[src/rtl/sample_capture_pkg.sv]
// Shared types and defaults for the sample capture buffer.
// SAMPLE_CAPTURE_TRIGGER_EN adds the ARMED state used by the level trigger.
package sample_capture_pkg;

  localparam int DEF_DW    = 8;
  localparam int DEF_DEPTH = 256;
  localparam int MODE_MAX  = 4;

  typedef enum logic [1:0] {
    ST_IDLE    = 2'd0,
    ST_CAPTURE = 2'd1,
    ST_READOUT = 2'd2
`ifdef SAMPLE_CAPTURE_TRIGGER_EN
    ,
    ST_ARMED   = 2'd3
`endif
  } state_t;

endpackage

[src/rtl/sample_capture_ram.sv]
// Simple dual-port sample RAM: one write port and one registered read port.
// The read data register resets to 0 and holds its value between reads.
module sample_capture_ram #(
  parameter int DW    = 8,
  parameter int DEPTH = 256,
  parameter int AW    = $clog2(DEPTH)
) (
  input  logic          clk,
  input  logic          rst,
  input  logic          wr_en,
  input  logic [AW-1:0] wr_addr,
  input  logic [DW-1:0] wr_data,
  input  logic          rd_en,
  input  logic [AW-1:0] rd_addr,
  output logic [DW-1:0] rd_data
);

  logic [DW-1:0] mem [DEPTH];

  always_ff @(posedge clk) begin
    if (wr_en) begin
      mem[wr_addr] <= wr_data;
    end
  end

  always_ff @(posedge clk) begin
    if (rst) begin
      rd_data <= '0;
    end else if (rd_en) begin
      rd_data <= mem[rd_addr];
    end
  end

endmodule

[src/rtl/sample_capture.sv]
// Captures DEPTH strobed samples after Arm, then drains them through a read handshake.
// Define SAMPLE_CAPTURE_TRIGGER_EN to add Trig_Level and the rising-level ARMED state.
module sample_capture
  import sample_capture_pkg::*;
#(
  parameter  int DW    = DEF_DW,
  parameter  int DEPTH = DEF_DEPTH,
  localparam int AW    = $clog2(DEPTH)
) (
  input  logic          Fg_CLK,
  input  logic          RESET,
  input  logic          Enable,
  input  logic [DW-1:0] Sample,
  input  logic [3:0]    Mode,
  input  logic          Arm,
  input  logic          Rd_En,
`ifdef SAMPLE_CAPTURE_TRIGGER_EN
  input  logic [DW-1:0] Trig_Level,
`endif
  output logic          Ready,
  output logic          Busy,
  output logic [DW-1:0] Rd_Data,
  output logic          Rd_Valid,
  output logic [AW:0]   Count,
  output logic [3:0]    Cap_Mode
);

  localparam logic [AW:0] CNT_LAST_WR = (AW+1)'(DEPTH - 1);
  localparam logic [AW:0] CNT_LAST_RD = (AW+1)'(1);

`ifdef SAMPLE_CAPTURE_TRIGGER_EN
  localparam state_t ARM_STATE = ST_ARMED;
`else
  localparam state_t ARM_STATE = ST_CAPTURE;
`endif

  state_t        state;
  state_t        state_nxt;
  logic [AW-1:0] wr_ptr;
  logic [AW-1:0] rd_ptr;
  logic [AW:0]   cnt;
  logic [3:0]    cap_mode_q;
  logic          rd_valid_q;
  logic          wr_en;
  logic          rd_en;
  logic          trig_hit;

`ifdef SAMPLE_CAPTURE_TRIGGER_EN
  logic [DW-1:0] prev_q;
  logic          primed_q;

  // The first strobe after Arm only primes prev_q; a hit needs a rising crossing.
  assign trig_hit = (state == ST_ARMED) && Enable && !Arm && primed_q &&
                    (prev_q < Trig_Level) && (Trig_Level <= Sample);

  always_ff @(posedge Fg_CLK) begin
    if (RESET || Arm) begin
      prev_q   <= '0;
      primed_q <= 1'b0;
    end else if ((state == ST_ARMED) && Enable) begin
      prev_q   <= Sample;
      primed_q <= 1'b1;
    end
  end
`else
  assign trig_hit = 1'b0;
`endif

  // Arm wins over any same-cycle strobe or read request.
  assign wr_en = ((state == ST_CAPTURE) && Enable && !Arm) || trig_hit;
  assign rd_en = (state == ST_READOUT) && Rd_En && !Arm;

  always_ff @(posedge Fg_CLK) begin
    if (RESET) begin
      state <= ST_IDLE;
    end else begin
      state <= state_nxt;
    end
  end

  always_comb begin
    state_nxt = state;
    if (Arm) begin
      state_nxt = ARM_STATE;
    end else begin
      case (state)
        ST_CAPTURE: if (wr_en && (cnt == CNT_LAST_WR)) state_nxt = ST_READOUT;
        ST_READOUT: if (rd_en && (cnt == CNT_LAST_RD)) state_nxt = ST_IDLE;
`ifdef SAMPLE_CAPTURE_TRIGGER_EN
        ST_ARMED:   if (trig_hit) state_nxt = ST_CAPTURE;
`endif
        default:    state_nxt = state;
      endcase
    end
  end

  always_comb begin
    Busy  = (state == ST_CAPTURE);
`ifdef SAMPLE_CAPTURE_TRIGGER_EN
    Busy  = Busy || (state == ST_ARMED);
`endif
    Ready = (state == ST_READOUT);
  end

  always_ff @(posedge Fg_CLK) begin
    if (RESET) begin
      wr_ptr     <= '0;
      rd_ptr     <= '0;
      cnt        <= '0;
      cap_mode_q <= '0;
      rd_valid_q <= 1'b0;
    end else begin
      rd_valid_q <= rd_en;
      if (Arm) begin
        wr_ptr     <= '0;
        rd_ptr     <= '0;
        cnt        <= '0;
        cap_mode_q <= Mode;
      end else if (wr_en) begin
        wr_ptr <= wr_ptr + 1'b1;
        cnt    <= cnt + 1'b1;
      end else if (rd_en) begin
        rd_ptr <= rd_ptr + 1'b1;
        cnt    <= cnt - 1'b1;
      end
    end
  end

  sample_capture_ram #(
    .DW    (DW),
    .DEPTH (DEPTH),
    .AW    (AW)
  ) u_ram (
    .clk     (Fg_CLK),
    .rst     (RESET),
    .wr_en   (wr_en),
    .wr_addr (wr_ptr),
    .wr_data (Sample),
    .rd_en   (rd_en),
    .rd_addr (rd_ptr),
    .rd_data (Rd_Data)
  );

  assign Count    = cnt;
  assign Cap_Mode = cap_mode_q;
  assign Rd_Valid = rd_valid_q;

endmodule

[config.mk]
export PLATFORM = sky130hd
export DESIGN_NAME = sample_capture
export DESIGN_NICKNAME = d
export VERILOG_FILES = /design/src/rtl/sample_capture_pkg.sv /design/src/rtl/sample_capture_ram.sv /design/src/rtl/sample_capture.sv
export SDC_FILE = /design/constraint.sdc
export NUM_CORES = 2
export LEC_CHECK = 0
export BUFFER_PORTS_ARGS = -buffer_cell sky130_fd_sc_hd__buf_2
export CORE_MARGIN = 2
export CORE_UTILIZATION = 35
export CTS_CLUSTER_SIZE = 14
export DETAILED_ROUTE_END_ITERATION = 16
export GPL_TIMING_DRIVEN = 0
export SLEW_MARGIN = 10
export SYNTH_ARGS = -nofsm -noshare
export SYNTH_HDL_FRONTEND = slang
export SYNTH_SLANG_ARGS = --single-unit
[constraint.sdc]
create_clock -name Fg_CLK -period 7.2 [get_ports Fg_CLK]
set_clock_uncertainty 0.1 [all_clocks]
set_input_delay 0.72 -clock Fg_CLK [delete_from_list [all_inputs] [get_ports Fg_CLK]]
set_output_delay 0.72 -clock Fg_CLK [all_outputs]
set_load 0.01 [all_outputs]
==> results.md <==
- Met3 WL: between 50 and 60 mm
- Syn_nets: approximately 4100
- DRC: 0
- Critical path startpoint: rd_ptr[1]
- Final setup TNS: 0 ns
- Clock latency reported for the late side of the worst-skew pair: between 0.8 and 0.9 ns
- Pre-antenna DRT Iters: 7
- Initial core utilization: approximately a third
- Commonest non-fill, non-tap cell in the layout: edfxtp_1
- I/O Buffers: 40
- Worst slew pin tran: about 1.5 ns
- Routed Antenna Nets: 0
- Die width: 487 µm
- Max cap viols: 3
- # Post-CTS Setup Buffers: 0
- Fmax achieved: ~150 MHz
- Critical Path AT: approximately 7.3 ns
- Hold Path End: wr_ptr[1]
- Final hold violation count: 0
- Relative slew slack: -2.84%
- FF-to-FF setup slack: about 0.51 ns
- Worst Hold Launch: Enable
- First-pass GRT wire length: between 400 and 500 mm
- Setup CP Type: reg -> reg
- Vias/cell: between 6 and 7
- Initial antenna violation count: 45
- Worst r2r path cells: 12
- Total power: 24300 µW
- GRT Util Overall: about 28%
- Via count: 48535
- Failing checks: capacitance limit, slew limit
- Filler cells: approximately 20000
- Worst Setup End Kind: register
- Placement Cell Area: 86600 µm²
- Core footprint: about 230000 µm²
- Area grow syn2layout: 14.1%
- Leak Pwr: around 0.028 µW
- Clock Sinks: roughly 2100
- Crit path time final: ~6.7 ns
- Share of layout cells above drive strength 1: between 20% and 30%
- Multiplexer share of the synthesized area: 15.2%
- Die Span Y: just under 500 µm
- Met2 WL: 142 mm
- EDFF count, synth: 2048
- Die Footprint: about 240000 µm²
- Routed length per instance: 44.8 µm
- TritonCTS clock tree: done
- Critical path data required time: between 7 and 8 ns
- WL met1: 114 mm
- Setup-failing EPs final: 0
- Outcome: finished with violations
- Pin count of the biggest net entering global routing: roughly 140
- R2R Path Start: rd_ptr[1]
- XOR/XNOR Fraction of Synth Area: less than 1%
- Mapped Cells: ~4000
- CTS max path bufs: 3
- Warnings from Yosys: 0
- Mapped Area: 81700 µm²
- Worst hold path class: in -> reg
- Initial DRC count: just under 10000
- Ys flop type: edfxtp_1
- Largest family of logic cells by synthesized area: multiplexers
- H-tree depth: 4
- Unique cell type count in the Yosys netlist: 76
- R2R Path End: u_ram.rd_data[4]
- Post-DP HPWL: roughly 210 mm
- Highest metal used: met5
- Seq/Total Area, Yosys: between 70% and 80%
- Most frequent cells in the layout: 2048 x edfxtp_1, 417 x mux4_2, 329 x nor2_1, 250 x mux2i_1, 205 x clkbuf_16
- Max FO, Critical Path: 12
- Post-Synth Adder-Cell Area: 0.168%
- RD Place Congestion: 1.03
- Clock transition at path regs: 0.07 ns
- Final #Nets: roughly 4300
- Root buf cell: clkbuf_16
- RSZ-0062 raised after global routing: false
- Ports: between 40 and 50
- Fin area: between 90000 and 100000 µm²
- Share of the synthesized area in the top cell type: 75.3%
- Grt total ovfl: 0
- WL final: about 340 mm
- Maximum vdd drop: approximately 0.00019 V
- Vias in the first global route: around 44000
- Tcrit/Tclk final: 92.9%
- Row cnt: about 180
- Top post-synthesis cells by area: edfxtp_1 75%, mux4_2 11%, mux2i_1 3.1%
- Max-slew violations: 33
- Yosys reg bits: between 2000 and 2500
- Compound-Gate Fraction of Synth Area: 3.39%
- CP Launch Type: register
- Async SR Flop Fraction: 0%
- PwrDens: 260 nW/µm²
- Post-Syn Area per Cell: about 20 µm²
- Worst hold path stage count: 3
- Cell taking the most area after synthesis: edfxtp_1
- Simple-gate share of the synthesized area: 2.93%
- Clock buffer count from CTS: 202
==> critical path, stage by stage, from the launching register on <==
cell	delay [ns]
dfxtp_1	0.33
buf_2	0.23
buf_4	0.26
buf_2	0.79
buf_2	0.93
buf_2	0.84
buf_4	0.57
mux2i_1	0.30
o22ai_1	0.13
a211oi_2	0.79
o22ai_1	0.33
o311ai_1	0.69
o31ai_1	0.16
==> cells in the mapped netlist, drive strengths merged, types with 11 or more instances <==
master   instances
ha              11
dfxtp           40
o211ai          16
a21oi           76
nor2           331
a2111oi         11
nand3           49
a31oi           11
a22o            13
o221ai          36
edfxtp        2048
a221oi          28
xnor2           14
o21ai           44
clkbuf         110
mux4           433
nand2           97
a211oi          26
a22oi           45
buf            146
o22ai           41
inv             15
nor2b           17
mux2i          250
nor3            14
==> registers in the layout, indices dropped and copies added, names as in the netlist <==
| signal | flops |
|---|---|
| rd_ptr | 8 |
| u_ram.rd_data | 8 |
| Cap_Mode | 4 |
| wr_ptr | 8 |
| state | 2 |
| u_ram.mem | 2048 |
| Rd_Valid | 1 |
| Count | 9 |
==> power breakdown <==
group	internal (µW)	switching (µW)
sequential	13300	3.32
clock	5760	4820
combinational	56.9	272
total	19200	5090
==> worst max path at each step <==
stage	endpoint	slack, ns	cells past startpoint
after floorplan	u_ram.mem[112][0]	4.36	6
after global placement	u_ram.rd_data[1]	0.19	10
after detailed placement	u_ram.rd_data[4]	0.84	12
after CTS	u_ram.rd_data[4]	0.84	12
after global routing	u_ram.rd_data[4]	0.79	12
final	u_ram.rd_data[4]	0.51	12
==> layout make-up <==
class,instances,area [µm²],share of cell area [%]
Inverter,16,60.1,0.0644
Multi-Input combinational cell,1679,17900,19.2
Antenna cell,32,80.1,0.0859
Sequential cell,2088,62300,66.8
Timing Repair Buffer,73,1080,1.15
Tap cell,3043,3810,4.09
Buffer,256,1520,1.64
Clock buffer,265,5480,5.87
Clock inverter,105,963,1.03
==> routing by layer <==
layer,vias up,track usage [%]
met5,-,0.245
met4,24,20.8
met3,1140,12.5
met2,4674,39.3
met1,25421,34.0
li1,17276,-
==> stage by stage <==
| step | setup slack [ns] | instances | hold WS (ns) | util [%] |
|---|---|---|---|---|
| after floorplan | 4.36 | 4039 | 0.385 | - |
| after global placement | 0.192 | 7122 | 0.378 | 36.9 |
| after detailed placement | 0.844 | 7151 | 0.384 | 37.3 |
| after CTS | 0.837 | 7525 | 0.0131 | 40.1 |
| after global routing | 0.792 | 7536 | 0.0618 | 40.1 |
| final | 0.513 | 7557 | 0.0543 | 40.1 |
==> kinds of logic after synthesis <==
logic type	after synthesis
DFF	2088
buffers and inverters	272
AOI/OAI and AO/OA	393
muxes	691
and+or+nand+nor	563
xor gates and xnor gates	21
adders and majority gates	11
==> what timing repair did <==
item | in CTS | in global routing
endpoints found under the setup margin | 0 | 0
resized for setup | 0 | 0
hold endpoints to repair | 4 | 0
hold buffers | 4 | 0
No activity file was read; power rests on OpenSTA's default activity.
